`src/rtl/add_rs_unit_if.sv`:
```
// rtl/add_rs_unit_if.sv - issue, CDB snoop and CDB request bundle for the adder reservation station
interface add_rs_if #(
  parameter int DATA_W = 64,
  parameter int TAG_W  = 4
);
  logic              issue_valid;
  logic [1:0]        issue_op;
  logic [DATA_W-1:0] issue_vj;
  logic [TAG_W-1:0]  issue_qj;
  logic [DATA_W-1:0] issue_vk;
  logic [TAG_W-1:0]  issue_qk;
  logic              issue_ready;
  logic [TAG_W-1:0]  issue_tag;
  logic [TAG_W-1:0]  cdb_id;
  logic [DATA_W-1:0] cdb_data;
  logic              cdb_req;
  logic [TAG_W-1:0]  cdb_req_tag;
  logic [DATA_W-1:0] cdb_req_data;
  logic              cdb_grant;

  // Issue stage, CDB bus and arbiter side
  modport master (
    output issue_valid, issue_op, issue_vj, issue_qj, issue_vk, issue_qk,
    output cdb_id, cdb_data, cdb_grant,
    input  issue_ready, issue_tag, cdb_req, cdb_req_tag, cdb_req_data
  );

  // Reservation station side
  modport slave (
    input  issue_valid, issue_op, issue_vj, issue_qj, issue_vk, issue_qk,
    input  cdb_id, cdb_data, cdb_grant,
    output issue_ready, issue_tag, cdb_req, cdb_req_tag, cdb_req_data
  );
endinterface

```
`src/rtl/add_rs_unit.sv`:
```
// rtl/add_rs_unit.sv - adder-class reservation station with pipelined add/sub/compare unit
module add_rs_unit #(
  parameter int DATA_W   = 64,
  parameter int TAG_W    = 4,
  parameter int NUM_RS   = 3,
  parameter int BASE_TAG = 1,
  parameter int ADD_LAT  = 2
) (
  input logic   clk,
  input logic   rst,
  input logic   flush,
  add_rs_if.slave bus
);

  localparam int IDX_W = (NUM_RS > 1) ? $clog2(NUM_RS) : 1;

  // Station entries
  logic [NUM_RS-1:0] busy_q, busy_d;
  logic [NUM_RS-1:0] disp_q, disp_d;
  logic [1:0]        op_q [NUM_RS];
  logic [1:0]        op_d [NUM_RS];
  logic [DATA_W-1:0] vj_q [NUM_RS];
  logic [DATA_W-1:0] vj_d [NUM_RS];
  logic [DATA_W-1:0] vk_q [NUM_RS];
  logic [DATA_W-1:0] vk_d [NUM_RS];
  logic [TAG_W-1:0]  qj_q [NUM_RS];
  logic [TAG_W-1:0]  qj_d [NUM_RS];
  logic [TAG_W-1:0]  qk_q [NUM_RS];
  logic [TAG_W-1:0]  qk_d [NUM_RS];

  // Execution pipeline; the last stage is the result register driving the CDB request
  logic [ADD_LAT-1:0] pv_q, pv_d;
  logic [IDX_W-1:0]   pidx_q  [ADD_LAT];
  logic [IDX_W-1:0]   pidx_d  [ADD_LAT];
  logic [DATA_W-1:0]  pdata_q [ADD_LAT];
  logic [DATA_W-1:0]  pdata_d [ADD_LAT];

  logic             free_found, elig_found;
  logic [IDX_W-1:0] free_idx, elig_idx;
  logic             res_valid, res_grant, stall, do_issue, do_disp;

  function automatic logic [DATA_W-1:0] alu(input logic [1:0] op,
                                            input logic [DATA_W-1:0] a,
                                            input logic [DATA_W-1:0] b);
    logic [DATA_W-1:0] r;
    case (op)
      2'b01:   r = a - b;
      2'b10:   r = {{(DATA_W-1){1'b0}}, (a == b)};
      default: r = a + b;
    endcase
    return r;
  endfunction

  assign res_valid = pv_q[ADD_LAT-1];
  assign res_grant = res_valid & bus.cdb_grant;
  assign stall     = res_valid & ~bus.cdb_grant;
  assign do_issue  = bus.issue_valid & free_found;
  assign do_disp   = elig_found & ~stall;

  assign bus.issue_ready  = free_found;
  assign bus.issue_tag    = free_found ? (TAG_W'(BASE_TAG) + TAG_W'(free_idx)) : '0;
  assign bus.cdb_req      = res_valid;
  assign bus.cdb_req_tag  = res_valid ? (TAG_W'(BASE_TAG) + TAG_W'(pidx_q[ADD_LAT-1])) : '0;
  assign bus.cdb_req_data = res_valid ? pdata_q[ADD_LAT-1] : '0;

  // Lowest-index free entry for allocation and lowest-index ready entry for dispatch
  always_comb begin
    free_found = 1'b0;
    free_idx   = '0;
    elig_found = 1'b0;
    elig_idx   = '0;
    for (int i = NUM_RS - 1; i >= 0; i--) begin
      if (!busy_q[i]) begin
        free_found = 1'b1;
        free_idx   = IDX_W'(i);
      end
      if (busy_q[i] && !disp_q[i] && qj_q[i] == '0 && qk_q[i] == '0) begin
        elig_found = 1'b1;
        elig_idx   = IDX_W'(i);
      end
    end
  end

  // Entry next state: snoop, dispatch mark, free on grant, allocate on issue
  always_comb begin
    busy_d = busy_q;
    disp_d = disp_q;
    op_d   = op_q;
    vj_d   = vj_q;
    vk_d   = vk_q;
    qj_d   = qj_q;
    qk_d   = qk_q;
    for (int i = 0; i < NUM_RS; i++) begin
      if (busy_q[i] && qj_q[i] != '0 && qj_q[i] == bus.cdb_id) begin
        vj_d[i] = bus.cdb_data;
        qj_d[i] = '0;
      end
      if (busy_q[i] && qk_q[i] != '0 && qk_q[i] == bus.cdb_id) begin
        vk_d[i] = bus.cdb_data;
        qk_d[i] = '0;
      end
      if (do_disp && elig_idx == IDX_W'(i)) begin
        disp_d[i] = 1'b1;
      end
      // Tag stays reserved until its own result has left the bus
      if (res_grant && pidx_q[ADD_LAT-1] == IDX_W'(i)) begin
        busy_d[i] = 1'b0;
        disp_d[i] = 1'b0;
      end
      if (do_issue && free_idx == IDX_W'(i)) begin
        busy_d[i] = 1'b1;
        disp_d[i] = 1'b0;
        op_d[i]   = bus.issue_op;
        if (bus.issue_qj != '0 && bus.issue_qj == bus.cdb_id) begin
          vj_d[i] = bus.cdb_data;
          qj_d[i] = '0;
        end else begin
          vj_d[i] = bus.issue_vj;
          qj_d[i] = bus.issue_qj;
        end
        if (bus.issue_qk != '0 && bus.issue_qk == bus.cdb_id) begin
          vk_d[i] = bus.cdb_data;
          qk_d[i] = '0;
        end else begin
          vk_d[i] = bus.issue_vk;
          qk_d[i] = bus.issue_qk;
        end
      end
    end
  end

  // Pipeline advance; a full, ungranted result register freezes every stage
  always_comb begin
    pv_d    = pv_q;
    pidx_d  = pidx_q;
    pdata_d = pdata_q;
    if (!stall) begin
      pv_d[0]    = do_disp;
      pidx_d[0]  = elig_idx;
      pdata_d[0] = alu(op_q[elig_idx], vj_q[elig_idx], vk_q[elig_idx]);
      for (int s = 1; s < ADD_LAT; s++) begin
        pv_d[s]    = pv_q[s-1];
        pidx_d[s]  = pidx_q[s-1];
        pdata_d[s] = pdata_q[s-1];
      end
    end
  end

  // Control state; flush discards every entry and in-flight result
  always_ff @(posedge clk) begin
    if (rst || flush) begin
      busy_q <= '0;
      disp_q <= '0;
      pv_q   <= '0;
    end else begin
      busy_q <= busy_d;
      disp_q <= disp_d;
      pv_q   <= pv_d;
    end
  end

  // Payload registers; meaningful only while the matching busy/valid bit is set
  always_ff @(posedge clk) begin
    op_q    <= op_d;
    vj_q    <= vj_d;
    vk_q    <= vk_d;
    qj_q    <= qj_d;
    qk_q    <= qk_d;
    pidx_q  <= pidx_d;
    pdata_q <= pdata_d;
  end

endmodule

```
`src/flat_wrapper.sv`:
```
// flat-port wrapper written by rule: the top's interface ports become plain ports
module add_rs_unit_flat 
#(
  parameter int DATA_W   = 64,
  parameter int TAG_W    = 4,
  parameter int NUM_RS   = 3,
  parameter int BASE_TAG = 1,
  parameter int ADD_LAT  = 2
)
  (clk, rst, flush, bus_issue_valid, bus_issue_op, bus_issue_vj, bus_issue_qj, bus_issue_vk, bus_issue_qk, bus_cdb_id, bus_cdb_data, bus_cdb_grant, bus_issue_ready, bus_issue_tag, bus_cdb_req, bus_cdb_req_tag, bus_cdb_req_data);
  add_rs_if #(.DATA_W(DATA_W), .TAG_W(TAG_W)) bus_i ();
  input logic clk;
  input logic rst;
  input logic flush;
  input wire logic [$bits(bus_i.issue_valid)-1:0] bus_issue_valid;
  input wire logic [$bits(bus_i.issue_op)-1:0] bus_issue_op;
  input wire logic [$bits(bus_i.issue_vj)-1:0] bus_issue_vj;
  input wire logic [$bits(bus_i.issue_qj)-1:0] bus_issue_qj;
  input wire logic [$bits(bus_i.issue_vk)-1:0] bus_issue_vk;
  input wire logic [$bits(bus_i.issue_qk)-1:0] bus_issue_qk;
  input wire logic [$bits(bus_i.cdb_id)-1:0] bus_cdb_id;
  input wire logic [$bits(bus_i.cdb_data)-1:0] bus_cdb_data;
  input wire logic [$bits(bus_i.cdb_grant)-1:0] bus_cdb_grant;
  output wire logic [$bits(bus_i.issue_ready)-1:0] bus_issue_ready;
  output wire logic [$bits(bus_i.issue_tag)-1:0] bus_issue_tag;
  output wire logic [$bits(bus_i.cdb_req)-1:0] bus_cdb_req;
  output wire logic [$bits(bus_i.cdb_req_tag)-1:0] bus_cdb_req_tag;
  output wire logic [$bits(bus_i.cdb_req_data)-1:0] bus_cdb_req_data;
  assign bus_i.issue_valid = bus_issue_valid;
  assign bus_i.issue_op = bus_issue_op;
  assign bus_i.issue_vj = bus_issue_vj;
  assign bus_i.issue_qj = bus_issue_qj;
  assign bus_i.issue_vk = bus_issue_vk;
  assign bus_i.issue_qk = bus_issue_qk;
  assign bus_i.cdb_id = bus_cdb_id;
  assign bus_i.cdb_data = bus_cdb_data;
  assign bus_i.cdb_grant = bus_cdb_grant;
  assign bus_issue_ready = bus_i.issue_ready;
  assign bus_issue_tag = bus_i.issue_tag;
  assign bus_cdb_req = bus_i.cdb_req;
  assign bus_cdb_req_tag = bus_i.cdb_req_tag;
  assign bus_cdb_req_data = bus_i.cdb_req_data;
  add_rs_unit #(.DATA_W(DATA_W), .TAG_W(TAG_W), .NUM_RS(NUM_RS), .BASE_TAG(BASE_TAG), .ADD_LAT(ADD_LAT)) u_core (.clk(clk), .rst(rst), .flush(flush), .bus(bus_i));
endmodule
```
`config.mk`:
```
export PLATFORM = sky130hd
export DESIGN_NAME = add_rs_unit_flat
export DESIGN_NICKNAME = d
export VERILOG_FILES = /design/src/rtl/add_rs_unit_if.sv /design/src/rtl/add_rs_unit.sv /design/src/flat_wrapper.sv
export SDC_FILE = /design/constraint.sdc
export NUM_CORES = 1
export LEC_CHECK = 0
export BUFFER_PORTS_ARGS = -buffer_cell sky130_fd_sc_hd__buf_2
export CORE_AREA = 2 2 292 294
export DETAILED_ROUTE_END_ITERATION = 16
export DIE_AREA = 0 0 294 296
export PLACE_DENSITY = 0.62
export SLEW_MARGIN = 20
export SYNTH_ARGS = -nofsm -noshare
export SYNTH_HDL_FRONTEND = slang
export SYNTH_SLANG_ARGS = --single-unit
```
`constraint.sdc`:
```
create_clock -name clk -period 19.3 [get_ports clk]
set_clock_uncertainty 0.1 [all_clocks]
set_input_delay 1.93 -clock clk [delete_from_list [all_inputs] [get_ports clk]]
set_output_delay 1.93 -clock clk [all_outputs]
set_load 0.02 [all_outputs]
```
==> results.md <==
- Register share of total power: 44.9%
- CP Capture Type: flop
- Cell count after synthesis: 2951
- LEAKAGE: 13.8 nW
- Total gr overflow: 0
- Number of gates resized after CTS: 0
- Layout Nets: 3486
- CTS Buf Count: 60
- CP max-delay cell: or3_4
- Final setup vio count: 0
- Drt first pass iters: 6
- Clock Path Buffers: 3
- Final Cycle Share: 38.7%
- R2r setup slk: 11.83 ns
- CP startpoint kind: flop
- HPWL Detailed: 73500 microns
- Post-synth top cells: edfxtp_1, mux2_2, a21oi_1
- Vias in the first global route: 23300
- Setup Buffers After CTS: 0
- Clk pwr share: 35.3%
- Pwr Density: 87.9 mW/mm^2
- Area Growth Syn to Fin: 13.4%
- Crit path time final: 7.48 ns
- RSZ-0062 raised after global routing: no
- CP max stage delay: 0.71 ns
- WP data required: 19.55 ns
- Top cells by area, synth: edfxtp_1, mux2_2, ha_1, a21oi_1, mux2i_1
- Placer Congestion: 0.983
- PortBufs: 281
- Final Power: 3.33 mW
- CTS tree: yes
- Cts hold-fix bufs: 0
- EDFF count, synth: 546
- Via/cell ratio: 5.70
- WS Path Type: flop to flop
- Die W: 294 microns
- Row count: 107
- Initial Util: 39.6%
- Antenna violations before repair: 29
- Synth warn: 0
- Synth top area share: 49.1%
- Final Hold Fails: 0
- Die Span Y: 296 microns
- Hold_sp: u_core.pdata_q[103]
- Worst skew pair latency: 0.66 ns
- Async set-reset flop share out of synthesis: 0%
- Slew margin rel.: 32.8%
- Die Area: 0.0870 sq mm
- Worst slew pin tran: 1.01 ns
- Share of cells above drive strength 1: 26.0%
- Clock-pin transition on the worst setup and hold timing paths: 0.06 ns
- Setup crit start: u_core.qj_q[1]
- Fmax: 0.134 GHz
- Worst path cell trace: nor4_2, nand4_1, or3_4, clkinv_2, buf_4, buf_4, o21ai_0, ha_1, or2_2, a221oi_2, o221a_2, o21bai_1, a21oi_1, o21bai_1, a211oi_1, o41ai_1, buf_4, a41oi_1, xnor2_1, o22ai_1
- Core area: 0.0842 sq mm
- Status: complete, no violations
- Root Buffer: clkbuf_16
- Reg2Reg Launch Point: u_core.qj_q[1]
- Antenna-violating nets left: 0
- Drc violations: 0
- Avg Cell Area, Syn: 11.3 sq um
- Buf/Inv on CP: 4
- DR iter-0 viols: 2642
- Drt total wl: 103000 microns
- Max-slew violation count: 0
- Int Pwr: 2.37 mW
- Logic pwr share: 19.8%
- All-layer global routing usage: 23.2%
- CP top delay family: compound AO/OA/AOI/OAI gates
- Vias: 24500
- Ys flop type: edfxtp_1
- # IOs: 285
- Crit path top cell by count: buf_4
- Peak VDD IR: 73.9 uV
- Setup tns final: 0 ns
- Hold WC Path Type: flop to flop
- Max cap viols: 0
- Largest net degree at the start of global routing: 84
- Worst-path fanout max: 83
- Area leader, netlist: edfxtp_1
- Netlist Area Pre-Place: 0.0334 sq mm
- Worst Path Arrival: 7.72 ns
- Flops & latches, synth: 554
- Most common cell in the netlist: edfxtp_1
- Switching Power: 957 uW
- Switching part of the total power: 28.8%
- H-Tree Depth: 2
- Clk sinks: 554
- WL/cell: 24.1 microns
- Post-synth cell types: 85
- First-pass GRT wire length: 153000 microns
- Seq/Total Area, Yosys: 49.6%
routing by layer:
metal,global-route usage (%),part of all wire (%),routed length (microns)
met2,34.5,43,44900
met5,0,0.20,203
met1,34.6,46,48000
met3,4.67,8.0,8240
met4,5.66,2.2,2250
path summary, 6_finish.rpt:
path | endpoint | cells after the start
hold reg to reg | u_core.pdata_q[39] | 0
setup reg to reg | u_core.pdata_q[104] | 20
hold / removal | u_core.pdata_q[39] | 0
setup / recovery | u_core.pdata_q[104] | 20
kinds of logic after synthesis:
logic type / Yosys count / synth area share (%)
AOI/OAI and AO/OA: 681 / 12.8
xor gates and xnor gates: 101 / 2.65
adders and majority gates: 135 / 5.06
buffers and inverters: 320 / 3.69
DFF: 554 / 49.6
muxes: 513 / 16.8
other: 1 / 0.0112
and+or+nand+nor: 646 / 9.35
registers in the layout, indices dropped and copies added (netlist names):
register        cells
u_core.busy_q       3
u_core.disp_q       3
u_core.op_q         6
u_core.pdata_q    128
u_core.pidx_q       4
u_core.pv_q         2
u_core.qj_q        12
u_core.qk_q        12
u_core.vj_q       192
u_core.vk_q       192
through the flow:
step | worst slack, ns | hold WS [ns] | util (%) | instance area (sq um) | std cells
after floorplan | 11.26 | 0.300 | - | 33400 | 2953
after global placement | 11.87 | 0.301 | 42.5 | 35800 | 4166
after detailed placement | 11.86 | 0.305 | 42.5 | 35800 | 4167
after CTS | 11.83 | 0.319 | 44.9 | 37800 | 4280
after global routing | 11.26 | 0.324 | 44.9 | 37800 | 4286
final | 11.83 | 0.312 | 45.0 | 37900 | 4295
cell type report:
class,count,area (sq um)
antenna,14,35.0
clock buffer,68,1550
clock inverter,45,438
fill,7724,46400
inverter,137,515
multi-input combinational,2079,15800
sequential,554,16600
tap,1090,1360
timing repair buffer,308,1640
cell usage in the layout (no fill, tap or decap), types with 9 or more instances in the layout:
master	count
clkbuf_16	61
xnor2_1	78
o22ai_1	35
nand2_1	143
or3_1	10
nor2b_1	17
o21ai_0	131
buf_2	281
nor2_1	203
or4_1	9
xor2_1	23
a31oi_1	15
ha_1	135
mux2i_1	128
nand2b_1	11
a21o_1	26
nor4_1	21
o211ai_1	10
nand3_1	30
a211oi_1	13
nand4_1	24
nor3_1	39
diode_2	14
clkinv_2	11
and3_1	9
edfxtp_1	546
a221oi_1	19
o21bai_1	44
o31ai_1	21
mux2_2	385
buf_4	25
and2_1	94
clkinv_1	20
inv_1	133
a21oi_1	256
power by group through the flow:
stage / logic, mW / registers [mW] / clock network (mW)
floorplan: 0.441 / 1.49 / 0
global placement: 0.644 / 1.52 / 0
detailed placement: 0.642 / 1.52 / 0
CTS: 0.646 / 1.50 / 1.20
global route: 0.716 / 1.50 / 1.24
finish: 0.659 / 1.49 / 1.17
worst register-to-register path, stage by stage, from the launching register on:
cell and delay [ns]:
edfxtp_1 0.41, nor4_2 0.41, nand4_1 0.23, or3_4 0.71, clkinv_2 0.13, buf_4 0.69, buf_4 0.62, o21ai_0 0.23
ha_1 0.28, or2_2 0.32, a221oi_2 0.37, o221a_2 0.31, o21bai_1 0.14, a21oi_1 0.44, o21bai_1 0.21, a211oi_1 0.63
o41ai_1 0.13, buf_4 0.19, a41oi_1 0.35, xnor2_1 0.16, o22ai_1 0.11
(Power assumes the default switching activity.)
